===== config.mk =====
export PLATFORM = sky130hd
export DESIGN_NAME = inst_fetch_unit
export DESIGN_NICKNAME = d
export VERILOG_FILES = /design/src/rtl/inst_fetch_unit.sv
export SDC_FILE = /design/constraint.sdc
export NUM_CORES = 1
export LEC_CHECK = 0
export CAP_MARGIN = 20
export CORE_MARGIN = 1
export CORE_UTILIZATION = 40
export DETAILED_ROUTE_END_ITERATION = 6
export PLACE_DENSITY = 0.66
export SLEW_MARGIN = 20
export SYNTH_ARGS = -nofsm -noshare
export SYNTH_HDL_FRONTEND = slang
export SYNTH_SLANG_ARGS = --single-unit

===== constraint.sdc =====
create_clock -name clk -period 4.15 [get_ports clk]
set_input_delay 1.245 -clock clk [delete_from_list [all_inputs] [get_ports clk]]
set_output_delay 1.245 -clock clk [all_outputs]
set_load 0.03 [all_outputs]

===== src/rtl/inst_fetch_unit.sv =====
// rtl/inst_fetch_unit.sv - instruction fetch stage: PC, one-deep memory pipeline, word buffer, redirect flush
`timescale 1ns/1ps
module inst_fetch_unit #(
  parameter int              ADDR_W     = 10,
  parameter int              DATA_W     = 16,
  parameter int              FIFO_DEPTH = 2,
  parameter logic [ADDR_W-1:0] RESET_PC = '0
) (
  input  logic              clk,
  input  logic              reset,
  output logic [ADDR_W-1:0] mem_addr,
  input  logic [DATA_W-1:0] mem_rdata,
  input  logic              redirect_valid,
  input  logic [ADDR_W-1:0] redirect_addr,
  output logic              inst_valid,
  input  logic              inst_ready,
  output logic [DATA_W-1:0] inst_data,
  output logic [ADDR_W-1:0] inst_pc
);

  localparam int PTR_W = (FIFO_DEPTH > 1) ? $clog2(FIFO_DEPTH) : 1;
  localparam int CNT_W = $clog2(FIFO_DEPTH + 1);
  localparam logic [CNT_W:0]   DEPTH_C  = (CNT_W+1)'(FIFO_DEPTH);
  localparam logic [PTR_W-1:0] LAST_PTR = PTR_W'(FIFO_DEPTH - 1);

  logic [ADDR_W-1:0] fetch_pc_q, fetch_pc_d;
  logic [ADDR_W-1:0] pend_pc_q, pend_pc_d;
  logic              pend_q, pend_d;

  logic [ADDR_W-1:0] fifo_pc_q   [FIFO_DEPTH];
  logic [DATA_W-1:0] fifo_data_q [FIFO_DEPTH];
  logic [PTR_W-1:0]  rd_ptr_q, rd_ptr_d;
  logic [PTR_W-1:0]  wr_ptr_q, wr_ptr_d;
  logic [CNT_W-1:0]  count_q, count_d;

  logic              pop;
  logic              push;
  logic              issue;
  logic [CNT_W:0]    credit;

  function automatic logic [PTR_W-1:0] ptr_inc(input logic [PTR_W-1:0] p);
    return (p == LAST_PTR) ? '0 : p + PTR_W'(1);
  endfunction

  assign mem_addr   = redirect_valid ? redirect_addr : fetch_pc_q;

  assign inst_valid = (count_q != '0);
  assign inst_data  = inst_valid ? fifo_data_q[rd_ptr_q] : '0;
  assign inst_pc    = inst_valid ? fifo_pc_q[rd_ptr_q]   : '0;

  assign pop  = inst_valid & inst_ready;
  // A response landing during a redirect belongs to the abandoned path.
  assign push = pend_q & ~redirect_valid;

  // Slots already spoken for: buffered words after this pop plus the word in flight.
  assign credit = (CNT_W+1)'(count_q) + (CNT_W+1)'(pend_q) - (CNT_W+1)'(pop);
  assign issue  = ~reset & (redirect_valid | (credit < DEPTH_C));

  always_comb begin
    pend_d     = 1'b0;
    pend_pc_d  = pend_pc_q;
    fetch_pc_d = fetch_pc_q;
    if (issue) begin
      pend_d     = 1'b1;
      pend_pc_d  = mem_addr;
      fetch_pc_d = mem_addr + ADDR_W'(1);
    end
  end

  always_comb begin
    rd_ptr_d = rd_ptr_q;
    wr_ptr_d = wr_ptr_q;
    count_d  = count_q;
    if (redirect_valid) begin
      rd_ptr_d = '0;
      wr_ptr_d = '0;
      count_d  = '0;
    end else begin
      if (push) wr_ptr_d = ptr_inc(wr_ptr_q);
      if (pop)  rd_ptr_d = ptr_inc(rd_ptr_q);
      case ({push, pop})
        2'b10:   count_d = count_q + CNT_W'(1);
        2'b01:   count_d = count_q - CNT_W'(1);
        default: count_d = count_q;
      endcase
    end
  end

  always_ff @(posedge clk) begin
    if (reset) begin
      fetch_pc_q <= RESET_PC;
      pend_pc_q  <= RESET_PC;
      pend_q     <= 1'b0;
      rd_ptr_q   <= '0;
      wr_ptr_q   <= '0;
      count_q    <= '0;
    end else begin
      fetch_pc_q <= fetch_pc_d;
      pend_pc_q  <= pend_pc_d;
      pend_q     <= pend_d;
      rd_ptr_q   <= rd_ptr_d;
      wr_ptr_q   <= wr_ptr_d;
      count_q    <= count_d;
    end
  end

  always_ff @(posedge clk) begin
    if (!reset && push) begin
      fifo_pc_q[wr_ptr_q]   <= pend_pc_q;
      fifo_data_q[wr_ptr_q] <= mem_rdata;
    end
  end

endmodule


== Word-level counts from Yosys, hierarchy flattened ==
Memory sizes are Yosys's and may differ from the RTL's. A register that Yosys moved wholly into a read port is not among the register bits.
Cells that the tools add are included.
Operators by class
  add/subtract/negate cells: 7
  order comparisons: 1
  equal/unequal tests: 2
  mux-type cells: 13
  bitwise operators: 6
  reduce and logical (&&, ||, !) cells: 5
Operators by type and width (count)
  two-way mux 10 bit: 2
  two-way mux 16 bit: 1
  adder 10 x 1 -> 10 bit (second input constant): 1
  two-way mux 1 bit: 9
  case mux 2 bit (2 select lines): 1
  nonzero test 2 bit: 2
  adder 2 x 1 -> 3 bit: 1
  AND 1 bit: 3
  < comparator 3 x 2 -> 1 bit (second input constant): 1
  subtractor 3 x 1 -> 3 bit: 1
  adder 1 bit (second input constant): 2
  adder 2 x 1 -> 2 bit (second input constant): 1
  == test 2 x 1 -> 1 bit (second input constant): 1
  == test 2 bit (second input constant): 1
  NOT 1 bit: 2
  OR reduction 2 bit: 1
  subtractor 2 x 1 -> 2 bit (second input constant): 1
  logical AND 1 bit: 1
  logical NOT 1 bit: 1
  OR 1 bit: 1
Storage, ports and cells
  bits in registers: 25
  memory bits (writable): 52
  input port bits: 30
  output and inout bits: 37
  logic and storage cells: 42
  memories: 2
Memories
  fifo_data_q: words 2, bits a word 16, rd ports 1, clocked after Yosys merged registers in 1, write ports 1, line 31  | logic [DATA_W-1:0] fifo_data_q [FIFO_DEPTH];
  fifo_pc_q: words 2, bits a word 10, rd ports 1, clocked after Yosys merged registers in 1, write ports 1, line 30  | logic [ADDR_W-1:0] fifo_pc_q [FIFO_DEPTH];

== Logic depth before layout (Yosys ltp) ==
  depth after elaboration: 7
  depth in mapped cells: 11
  depth with buffers taken out: 9

== Worst setup path before layout ==
OpenSTA, ideal clock, no wires.
  path type: input port to flip-flop
  start: input redirect_valid
  end: memory fifo_data_q[1][0] (enable)
  setup time: 0.447 ns
  arrival: 3.671 ns
  data required time: 3.703 ns
  slack: 0.032 ns
  stages: 4
  buffers on the path: 2
  cell sequence: buf_6 -> buf_4 -> nand2b_1 -> nor3b_1
On the way
  cells in the longest elaborated chain, start to end: 5
RTL lines
  from (decl): line 13  | input logic redirect_valid,
  NOT 1 bit: line 53  | assign push = pend_q & ~redirect_valid;
  AND 1 bit: line 53
  logical AND 1 bit: line 108  | if (!reset && push) begin
  two-way mux 1 bit: line 108
  two-way mux 1 bit (not written as such): line 110  | fifo_data_q[wr_ptr_q] <= mem_rdata;
  to (decl): line 31
No other way between the ends.

== Final worst setup path ==
  start: input redirect_valid
  end: output mem_addr[1]
On the way
  cells in the longest elaborated chain, start to end: 1
RTL lines
  two-way mux 10 bit: line 45  | assign mem_addr = redirect_valid ? redirect_addr : fetch_pc_q;
  to (decl): line 11  | output logic [ADDR_W-1:0] mem_addr,
No other way between the ends.

==> metrics <==
Tmin final=4.11 ns; chip height=93.6 um; DRC Markers=0; gr usage total=0.151; Setup TNS=0 ns; Post-Syn Instances=267; number of flops mapped to enable cells by yosys=52; RSZ-0062 raised after global routing=no; Pins Over Slew Limit=0; Crit. Startpoint=redirect_valid; FP Rows=33; final worst setup slack=0.0359 ns; FF-to-FF path depth=10; synth warn=0; Levels on crit path=4; Max stage delay on crit path=0.59 ns; CP Data Arrival Time=2.87 ns; startpoint types=primary input; post-DP HPWL=4210 um; min-delay worst type=register to register; wire length per cell=13.7 um; drt first pass iters=4; die area=8760 um2; max cap viols=0; fmax=0.243 GHz; Register-to-Register Setup Slack=1.05 ns; CTS tree=built; filler cell count=708; total power=1680 uW; crit end category=primary output; skew final=0.0128 ns; antenna violations before repair=0; Ports=67; Hold Vio Cnt, Final=0; library cells used by synthesis=41; Max stage delay cell, worst path=clkdlybuf4s50_1; Pleak=0.00162 uW; initial core utilization=0.410; H-tree level count=3; first-pass GRT wire length=10200 um; Post-CTS Setup Inserts=0; core area=8180 um2; Final Core Density=0.543; Antenna Cells=0; Worst R2R Start=count_q[1]$_SDFFE_PP0P_; Max FO, Critical Path=19; Seq cells post-synth=78; power per cell area=378 nW/um2; CTS Buffer Depth=2; Setup-failing EPs final=0; Worst Setup Path Type=primary input to primary output; Critical Path Most Common Cell=clkdlybuf4s50_1; DRT iter0 DRCs=49; M2 GR Usage=0.229; largest net degree at the start of global routing=29; r2r endpoint=fetch_pc_q[4]$_SDFFE_PP0P_; GR Util met1=0.212; post-synthesis sequential area ratio=0.620; Via density=4.89; Port Buffers=66; Async S/R FF share, synth=0; Routed Antenna Nets=0; average size of a mapped cell=12.6 um2; worst slack, placed=0.0102 ns; max_slew headroom=0.559; mapped cell area=3360 um2; clk_lat worst skew=0.34 ns; Worst-path clk slew=0.07 ns; post-route clock period utilization=0.991; grt ovf=0; Synth Flop Type=edfxtp_1; status=finished clean; vias in the first global route=2102; gpl congestion=0.817; nets=379; Post-Syn Nets=301; Layout area overhead=32.4%; CP required=2.90 ns; peak supply drop=0.199 mV; clk sinks=78; GR Util met3=0.0309; worst-margin pin slew=0.659 ns; WL final=6230 um; most used routing layer=met2; Buf+Inv Stages, Crit Path=3; root buf cell=clkbuf_8; Worst Setup EP=mem_addr[1]; ratio of cells with drive above 1 in the final layout=0.131; critical path cell sequence=clkdlybuf4s50_1 -> buf_12 -> mux2_2 -> clkdlybuf4s50_1; TritonCTS Buffers=9; via count=2227; Die X=93.6 um; family with the most delay on the worst path=buffers and inverters
registers in the layout (all words and copies together), names as in the netlist, named ones only:
register and cells:
fifo_data_q 32, wr_ptr_q 1, rd_ptr_q 1, pend_q 1, count_q 2, fifo_pc_q 20, fetch_pc_q 10, pend_pc_q 10
worst register-to-register path, cell delays in order, from the launching register on:
cell and delay (ns):
dfxtp_1 0.39, nor2_4 0.56, nor2b_1 0.22, ha_1 0.31, nand2b_1 0.15, fa_1 0.38
xnor2_1 0.19, a21oi_1 0.09, buf_4 0.20, or3b_1 0.38, a21oi_1 0.15
placed cells by master (no fill, tap or decap), types with 2 or more instances in the layout:
cell type        count
a2111o_1             2
a211o_1              2
a211oi_1             4
a21o_1               2
a21oi_1              7
buf_12               4
buf_4               14
clkbuf_1             2
clkbuf_8            10
clkdlybuf4s50_1     61
dfxtp_1             26
dlymetal6s2s_1       4
edfxtp_1            52
ha_1                 3
inv_1                5
mux2_2               5
mux2i_1             28
nand2_1             10
nand2b_1             3
nand3_1              6
nand3b_1             6
nand4_1              5
nor2_1              45
nor3_1              11
nor3b_1              2
o21ai_1              2
xnor2_1              5
xor2_1               2
synth_stat cells (6+ instances only):
library cell	instances	area [um2]
nor3_1	12	60.1
dfxtp_1	26	521
nand3_1	6	30.0
nor2_1	46	173
clkbuf_1	6	22.5
nand3b_1	6	45.0
nand2_1	10	37.5
mux2i_1	28	280
a21oi_1	7	35.0
edfxtp_1	52	1560
logic make-up (layout without fill, tap and decap cells):
kind of cell,Yosys count,count (layout),share of synthesized area
AND/OR/NAND/NOR,96,96,0.141
flip-flops,78,78,0.620
XOR/XNOR,7,7,0.0183
AO/OA/AOI/OAI,24,24,0.0522
adder cells (fa/ha/maj),4,4,0.0172
buffers and inverters,22,105,0.0354
multiplexers,36,36,0.116
stage by stage:
step / area, um2 / hold slack, ns / instances
detailed placement: 4240 / 0.443 / 439
floorplan: 3360 / 0.426 / 267
CTS: 4430 / 0.461 / 455
finish: 4440 / 0.458 / 455
global route: 4440 / 0.473 / 455
global placement: 4240 / 0.434 / 439
power by group:
part | switching, uW | total [uW] | internal [uW] | leakage (uW)
clock network | 254 | 523 | 269 | 0.0000962
registers | 25.2 | 894 | 869 | 0.000691
logic | 136 | 261 | 125 | 0.000835
layout make-up:
cell class | count | area (um2) | share of cell area
clock buffer | 13 | 170 | 0.0383
sequential | 78 | 2080 | 0.469
timing repair buffer | 83 | 846 | 0.190
tap | 105 | 131 | 0.0296
inverter | 6 | 22.5 | 0.00507
multi-input combinational | 167 | 1170 | 0.264
clock inverter | 3 | 17.5 | 0.00394
how the worst min path moves through the flow:
stage / from / endpoint / depth (start not counted) / slack (ns)
2_1_floorplan: pend_pc_q[0]$_SDFFE_PP0P_ / fifo_pc_q[0][0]$_DFFE_PP_ / 0 / 0.43
3_3_place_gp: pend_pc_q[3]$_SDFFE_PP0P_ / fifo_pc_q[0][3]$_DFFE_PP_ / 0 / 0.43
3_5_place_dp: pend_pc_q[7]$_SDFFE_PP0P_ / fifo_pc_q[1][7]$_DFFE_PP_ / 0 / 0.44
4_1_cts: pend_pc_q[8]$_SDFFE_PP0P_ / fifo_pc_q[1][8]$_DFFE_PP_ / 0 / 0.46
5_1_grt: pend_pc_q[3]$_SDFFE_PP0P_ / fifo_pc_q[0][3]$_DFFE_PP_ / 0 / 0.47
6_report: pend_pc_q[8]$_SDFFE_PP0P_ / fifo_pc_q[1][8]$_DFFE_PP_ / 0 / 0.46
layer usage:
layer	vias up	wire, um
met2	66	2770
met4	0	76
met3	8	348
met5	-	0
met1	1030	3030
li1	1123	-
timing repair:
action | 4_1_cts | 5_1_grt
gates resized for setup | 0 | 4
endpoints found under the setup margin | 0 | 4
hold buffers | 0 | 0
hold endpoints to repair | 0 | 0
No activity file was read; power rests on OpenSTA's default activity.
